`config.mk`:
```
export PLATFORM = sky130hd
export DESIGN_NAME = hazard_ctrl
export DESIGN_NICKNAME = d
export VERILOG_FILES = /design/src/rtl/hazard_ctrl.sv
export SDC_FILE = /design/constraint.sdc
export NUM_CORES = 1
export LEC_CHECK = 0
export BUFFER_PORTS_ARGS = -buffer_cell sky130_fd_sc_hd__buf_2
export CAP_MARGIN = 15
export CORE_ASPECT_RATIO = 0.5
export CORE_MARGIN = 2
export CORE_UTILIZATION = 44
export CTS_CLUSTER_SIZE = 40
export DETAILED_ROUTE_END_ITERATION = 7
export HOLD_SLACK_MARGIN = 0.03
export PLACE_DENSITY_LB_ADDON = 0.2
export SYNTH_ARGS = -nofsm -noshare
export SYNTH_HDL_FRONTEND = slang
export SYNTH_SLANG_ARGS = --single-unit
export TNS_END_PERCENT = 30
```
`constraint.sdc`:
```
create_clock -name clk -period 4.8 [get_ports clk]
set_input_delay 0.96 -clock clk [delete_from_list [all_inputs] [get_ports clk]]
set_output_delay 0.96 -clock clk [all_outputs]
set_load 0.005 [all_outputs]
```
`src/rtl/hazard_ctrl.sv`:
```
// Pipeline hazard controller: load-use bubbles, branch flushes, data-memory wait and watchdog.
// Optional perf counters are enabled by defining HAZARD_CTRL_PERF_EN.
module hazard_ctrl (
  input  logic        clk,
  input  logic        rst,
  input  logic [4:0]  i_id_rs1_addr,
  input  logic [4:0]  i_id_rs2_addr,
  input  logic        i_id_rs1_used,
  input  logic        i_id_rs2_used,
  input  logic [4:0]  i_ex_rd_addr,
  input  logic        i_ex_DM_OE,
  input  logic        i_ex_branch_taken,
  input  logic        i_dm_req,
  input  logic        i_dm_ready,
  output logic        o_pc_hold,
  output logic        o_if_id_hold,
  output logic        o_id_ex_hold,
  output logic        o_ex_mem_hold,
  output logic        o_if_id_flush,
  output logic        o_id_ex_flush,
  output logic [1:0]  o_state,
  output logic        o_mem_timeout,
  output logic [31:0] o_stall_cnt,
  output logic [31:0] o_flush_cnt
);

  typedef enum logic [1:0] {
    S_RUN      = 2'd0,
    S_MEM_WAIT = 2'd1,
    S_TIMEOUT  = 2'd2
  } state_t;

  state_t     r_state;
  logic       r_pending_flush;
  logic [7:0] r_wait_cnt;
  logic       r_mem_timeout;

  logic w_load_use;
  logic w_hold_all;
  logic w_flush;
  logic w_bubble;

  assign w_load_use = i_ex_DM_OE && (i_ex_rd_addr != 5'd0) &&
                      ((i_id_rs1_used && (i_id_rs1_addr == i_ex_rd_addr)) ||
                       (i_id_rs2_used && (i_id_rs2_addr == i_ex_rd_addr)));

  // Memory wait dominates branch flush, which dominates the load-use bubble.
  always_comb begin
    w_hold_all = 1'b0;
    w_flush    = 1'b0;
    w_bubble   = 1'b0;
    if (!rst) begin
      case (r_state)
        S_RUN: begin
          if (i_dm_req && !i_dm_ready)  w_hold_all = 1'b1;
          else if (i_ex_branch_taken)   w_flush    = 1'b1;
          else if (w_load_use)          w_bubble   = 1'b1;
        end
        S_MEM_WAIT: begin
          if (!i_dm_ready)                                w_hold_all = 1'b1;
          else if (r_pending_flush || i_ex_branch_taken)  w_flush    = 1'b1;
          else if (w_load_use)                            w_bubble   = 1'b1;
        end
        S_TIMEOUT: w_hold_all = 1'b1;
        default: begin
          w_hold_all = 1'b0;
        end
      endcase
    end
  end

  assign o_pc_hold     = w_hold_all | w_bubble;
  assign o_if_id_hold  = w_hold_all | w_bubble;
  assign o_id_ex_hold  = w_hold_all;
  assign o_ex_mem_hold = w_hold_all;
  assign o_if_id_flush = w_flush;
  assign o_id_ex_flush = w_flush | w_bubble;
  assign o_state       = r_state;
  assign o_mem_timeout = r_mem_timeout;

  always_ff @(posedge clk or posedge rst) begin
    if (rst) begin
      r_state         <= S_RUN;
      r_pending_flush <= 1'b0;
      r_wait_cnt      <= 8'd0;
      r_mem_timeout   <= 1'b0;
    end else begin
      case (r_state)
        S_RUN: begin
          if (i_dm_req && !i_dm_ready) begin
            r_state    <= S_MEM_WAIT;
            r_wait_cnt <= 8'd0;
          end
        end
        S_MEM_WAIT: begin
          if (!i_dm_ready) begin
            if (i_ex_branch_taken)
              r_pending_flush <= 1'b1;
            // A full count of 255 with memory still busy means the access is lost.
            if (r_wait_cnt == 8'hFF) begin
              r_state       <= S_TIMEOUT;
              r_mem_timeout <= 1'b1;
            end else begin
              r_wait_cnt <= r_wait_cnt + 8'd1;
            end
          end else begin
            r_state         <= S_RUN;
            r_pending_flush <= 1'b0;
          end
        end
        S_TIMEOUT: r_state <= S_TIMEOUT;
        default:   r_state <= S_RUN;
      endcase
    end
  end

`ifdef HAZARD_CTRL_PERF_EN
  logic [31:0] r_stall_cnt;
  logic [31:0] r_flush_cnt;

  always_ff @(posedge clk or posedge rst) begin
    if (rst) begin
      r_stall_cnt <= 32'd0;
      r_flush_cnt <= 32'd0;
    end else begin
      if (o_pc_hold)     r_stall_cnt <= r_stall_cnt + 32'd1;
      if (o_id_ex_flush) r_flush_cnt <= r_flush_cnt + 32'd1;
    end
  end

  assign o_stall_cnt = r_stall_cnt;
  assign o_flush_cnt = r_flush_cnt;
`else
  assign o_stall_cnt = 32'd0;
  assign o_flush_cnt = 32'd0;
`endif

endmodule

```
After elaboration in Yosys (flattened, before gate mapping)
Cells that the tools add are included.
{"block": "word_totals", "ff_bits": 12, "output_inout_bits": 73}
{"block": "op_classes", "add_sub_neg": 1, "eq_ne": 9, "n_mux": 27, "bitwise_logic": 3, "reduce_logical": 16}
{"operator": "2-to-1 mux 8 bit", "n": 3}
{"operator": "2-to-1 mux 1 bit", "n": 16}
{"operator": "case mux 8 bit (2 select lines)", "n": 1}
{"operator": "equality test 5 bit", "n": 2}
{"operator": "adder 8 x 1 -> 8 bit, second input constant", "n": 1}
{"operator": "equality test 8 bit, second input constant", "n": 1}
{"operator": "2-to-1 mux 2 bit", "n": 3}
{"operator": "!= test 2 bit, second input constant", "n": 3}
{"operator": "case mux 2 bit (3 select lines)", "n": 1}
{"operator": "logical AND 1 bit", "n": 5}
{"operator": "nonzero test 5 bit", "n": 1}
{"operator": "case mux 1 bit (2 select lines)", "n": 2}
{"operator": "AND reduction 2 bit", "n": 2}
{"operator": "AND reduction 4 bit", "n": 1}
{"operator": "nonzero test 2 bit", "n": 2}
{"operator": "!= test 3 bit, second input constant", "n": 1}
{"operator": "case mux 1 bit (3 select lines)", "n": 1}
{"operator": "AND reduction 3 bit", "n": 1}
{"operator": "equality test 2 x 1 -> 1 bit, second input constant", "n": 1}
{"operator": "equality test 2 bit, second input constant", "n": 1}
{"operator": "logical NOT 2 bit", "n": 1}
{"operator": "logical OR 1 bit", "n": 2}
{"operator": "OR 1 bit", "n": 2}
{"operator": "logical NOT 1 bit", "n": 1}
{"operator": "NOT 1 bit", "n": 1}

Longest topological paths before layout
{"block": "logic_depth", "depth_word": 10, "depth_mapped": 6, "mapped_depth_nobuf": 5}

Worst setup path after synthesis
Ideal clock, no wire load.
{"block": "synth_timing", "path_type": "input to output", "start": "input i_dm_ready", "end": "output o_pc_hold", "arrival_ns": 2.009, "required_ns": 3.840, "path_slack_ns": 1.831, "stages": 5, "cell_sequence": "or3_1 -> clkbuf_1 -> a21oi_1 -> o21bai_1 -> buf_4"}
{"block": "synth_between", "elab_chain_cells": 6}
{"element": "start, declared", "line": "14", "text": "input logic i_dm_ready,"}
{"element": "logical NOT 1 bit"}
{"element": "logical AND 1 bit", "line": "55", "text": "if (i_dm_req && !i_dm_ready) w_hold_all = 1'b1;"}
{"element": "2-to-1 mux 1 bit", "line": "55"}
{"element": "case mux 1 bit (3 select lines) (*)", "line": "53", "text": "case (r_state)"}
{"element": "2-to-1 mux 1 bit (*)", "line": "52", "text": "if (!rst) begin"}
{"element": "named net o_ex_mem_hold", "line": "18", "text": "output logic o_ex_mem_hold,"}
{"element": "OR 1 bit (*)"}
{"element": "end, declared", "line": "15", "text": "output logic o_pc_hold,"}
Mark *: on every way through the listed nets, which the timed path passes. The rest lies on a longest branch.

Worst setup path after layout
{"block": "layout_timing", "start": "input i_dm_ready", "end": "output o_if_id_hold"}
{"block": "layout_between", "elab_chain_cells": 6}
{"element": "logical NOT 1 bit"}
{"element": "logical AND 1 bit", "line": "55"}
{"element": "2-to-1 mux 1 bit", "line": "55"}
{"element": "case mux 1 bit (3 select lines) or case mux 1 bit (2 select lines) (tied branches)", "line": "53"}
{"element": "2-to-1 mux 1 bit", "line": "52"}
{"element": "OR 1 bit (*)", "line": "73", "text": "assign o_if_id_hold = w_hold_all | w_bubble;"}
{"element": "end, declared", "line": "16", "text": "output logic o_if_id_hold,"}
Mark *: on every way between the ends. The rest lies on a longest branch, timed or not.

==> metrics.md <==
| Metric | Value |
|---|---|
| Sink Count | 12 |
| Finished Core Util | a little under half |
| Via count | just under 1k |
| Hold Crit Class | reg -> reg |
| Post-Synthesis Cells | roughly 160 |
| Syn_area_per_cell | approximately 8.4 µm² |
| Worst Path Required | around 3.8 ns |
| Final TNS setup | 0 ns |
| Number of synthesized register bits | 12 |
| Post-CTS Setup Bufs | 0 |
| Slew Limit Fails | 0 |
| Routing usage on met1 | 16.82% |
| Via density | 4.415 |
| Crit Path Category | in -> out |
| Share of cells above drive strength 1 | 19.25% |
| Async S/R FF share, synth | 100.0% |
| Most common cell after layout, fill and taps aside | conb_1 |
| Ports | 96 |
| CP max FO | 9 |
| H-tree depth | 1 |
| Status | completed |
| Peak VDD IR | roughly 0.13 mV |
| Synth Cell Area | 1318 µm² |
| Fmax achieved | between 300 and 400 MHz |
| Pwr/cell area | about 200 nW/µm² |
| CTS tree | built |
| Worst EP arrival | approximately 2.1 ns |
| Fin crit period | 3.071 ns |
| Chip Height | 42.70 µm |
| Vias in the first global route | approximately 720 |
| Sequential cell area fraction in the yosys report | between 20% and 30% |
| GP Congestion | 0.7568 |
| Layout area overhead | -1.520% |
| Post-CTS Resized | 0 |
| Clk pin slew, worst setup/hold paths | 0.05 ns |
| Wirelength, routed | approximately 2300 µm |
| Hold Vio Cnt, Final | 0 |
| RSZ-0062 raised after global routing | false |
| Netlist cell types | 35 |
| First-pass GRT wire length | 3312 µm |
| Detailed router's first-iteration violation count | 68 |
| Input/output buffers | 31 |
| Total iterations of the first detailed-routing run | 4 |
| P_leak | 0.6948 nW |
| Ys flop type | dfrtp_1 |
| Clk_lat worst skew | between 0.2 and 0.25 ns |
| Gr ovfl total | 0 |
| Commonest non-fill, non-tap cells in the layout | conb_1 (64), buf_2 (31), dfrtp_1 (12) |
| Antenna cells | 0 |
| M3 GR Usage | around 3% |
| CTS hold repair buffers | 0 |
| Met2 Usage GRT | between 10% and 20% |
| Final Net Count | 213 |
| CORE AREA | 2716 µm² |
| Clock Tree Buf Depth | 2 |
| Worst Setup Start Kind | input pin |
| # DRC | 0 |
| TritonCTS Buffers | 3 |
| WL/cell | ~10 µm |
| Post-synth EDFFs | 0 |
| Final ANT Viol Nets | 0 |
| Final std cells w/o fill | approximately 220 |
| DIE AREA | roughly 3500 µm² |
| Syn. warnings | 0 |
| Setup Skew | roughly 0.0039 ns |
| Antenna violations before repair | 0 |
| Die width | approximately 81 µm |
| Final setup viols | 0 |
| CP endpoint kind | output pin |
| Max_cap viols | 0 |
| Top Usage Layer GRT | met2 |
| Root buffer cell | clkbuf_8 |
| Dpl hpwl | 1957 µm |
| Starting density of the core | between 40% and 50% |
| Placed cell count | between 200 and 250 |
| GRT Total Usage | about an eighth |
| Period utilization | between 60% and 70% |
| Site Rows | 13 |
| Largest net degree at the start of global routing | 13 |
where the power goes:
group / internal (mW) / switching, mW / leakage (nW)
sequential: 0.107 / 0.00676 / 0.162
clock: 0.0549 / 0.0325 / 0.0216
combinational: 0.0237 / 0.0383 / 0.511
total: 0.186 / 0.0775 / 0.695
area by class of cell:
| class | instances | area, µm² |
|---|---|---|
| fill | 270 | 1419 |
| multi-input combinational | 138 | 743.2 |
| sequential | 12 | 300.3 |
| timing repair buffer | 31 | 155.1 |
| tap | 37 | 46.29 |
| clock buffer | 3 | 41.29 |
| inverter | 3 | 11.26 |
Yosys cell counts (3+ instances only):
master	instances	share of area, %
buf_4	66	38
dfrtp_1	12	23
xor2_1	8	5.3
nor2_1	7	2.0
o31ai_1	7	4.0
o21ai_0	6	2.3
a21oi_1	5	1.9
nand2_1	5	1.4
nand4_1	4	1.9
inv_1	3	0.85
o21bai_1	3	1.7
layer usage:
| metal | vias up | share of wire, % | wire length, µm |
|---|---|---|---|
| li1 | 478 | - | - |
| met1 | 438 | 43 | 989 |
| met2 | 69 | 46 | 1055 |
| met3 | 4 | 10 | 239 |
| met4 | 0 | 1.3 | 29 |
| met5 | - | 0 | 0 |
final timing paths:
kind                          startpoint               to  slack [ns]  cells after the start
max in group asynchronous            rst    r_wait_cnt[5]        3.71                      2
hold / removal             o_mem_timeout    o_mem_timeout        0.48                      1
setup / recovery              i_dm_ready     o_if_id_hold        1.73                      5
setup reg to reg           r_wait_cnt[0]    r_wait_cnt[6]        3.16                      5
hold reg to reg            o_mem_timeout    o_mem_timeout        0.48                      1
min in group asynchronous            rst  r_pending_flush        0.77                      2
stage by stage:
stage / area (µm²) / hold WS, ns / total power [mW] / setup WS, ns
global placement: 1256 / 0.4554 / 0.1759 / 1.765
finish: 1297 / 0.4790 / 0.2633 / 1.729
global route: 1297 / 0.5038 / 0.2826 / 1.602
detailed placement: 1256 / 0.4687 / 0.1762 / 1.730
CTS: 1297 / 0.4814 / 0.2641 / 1.721
floorplan: 1554 / 0.4672 / 0.1932 / 1.831
cells by family after synthesis:
kind of cell	share of synthesized area (%)
AO/OA/AOI/OAI	16.62
XOR/XNOR	6.648
adder cells (fa/ha/maj)	0.9495
buffers and inverters	38.75
flip-flops	22.79
other	0.2846
AND/OR/NAND/NOR	13.96
state kept, by name (all words and copies together) (netlist names):
register / count
o_state: 2
r_pending_flush: 1
o_mem_timeout: 1
r_wait_cnt: 8
worst max-delay path: stages:
cell and delay (ns):
buf_2 0.13, or3_1 0.49, a21oi_1 0.25, o21bai_1 0.15, buf_2 0.13
No activity file was read; power rests on OpenSTA's default activity.
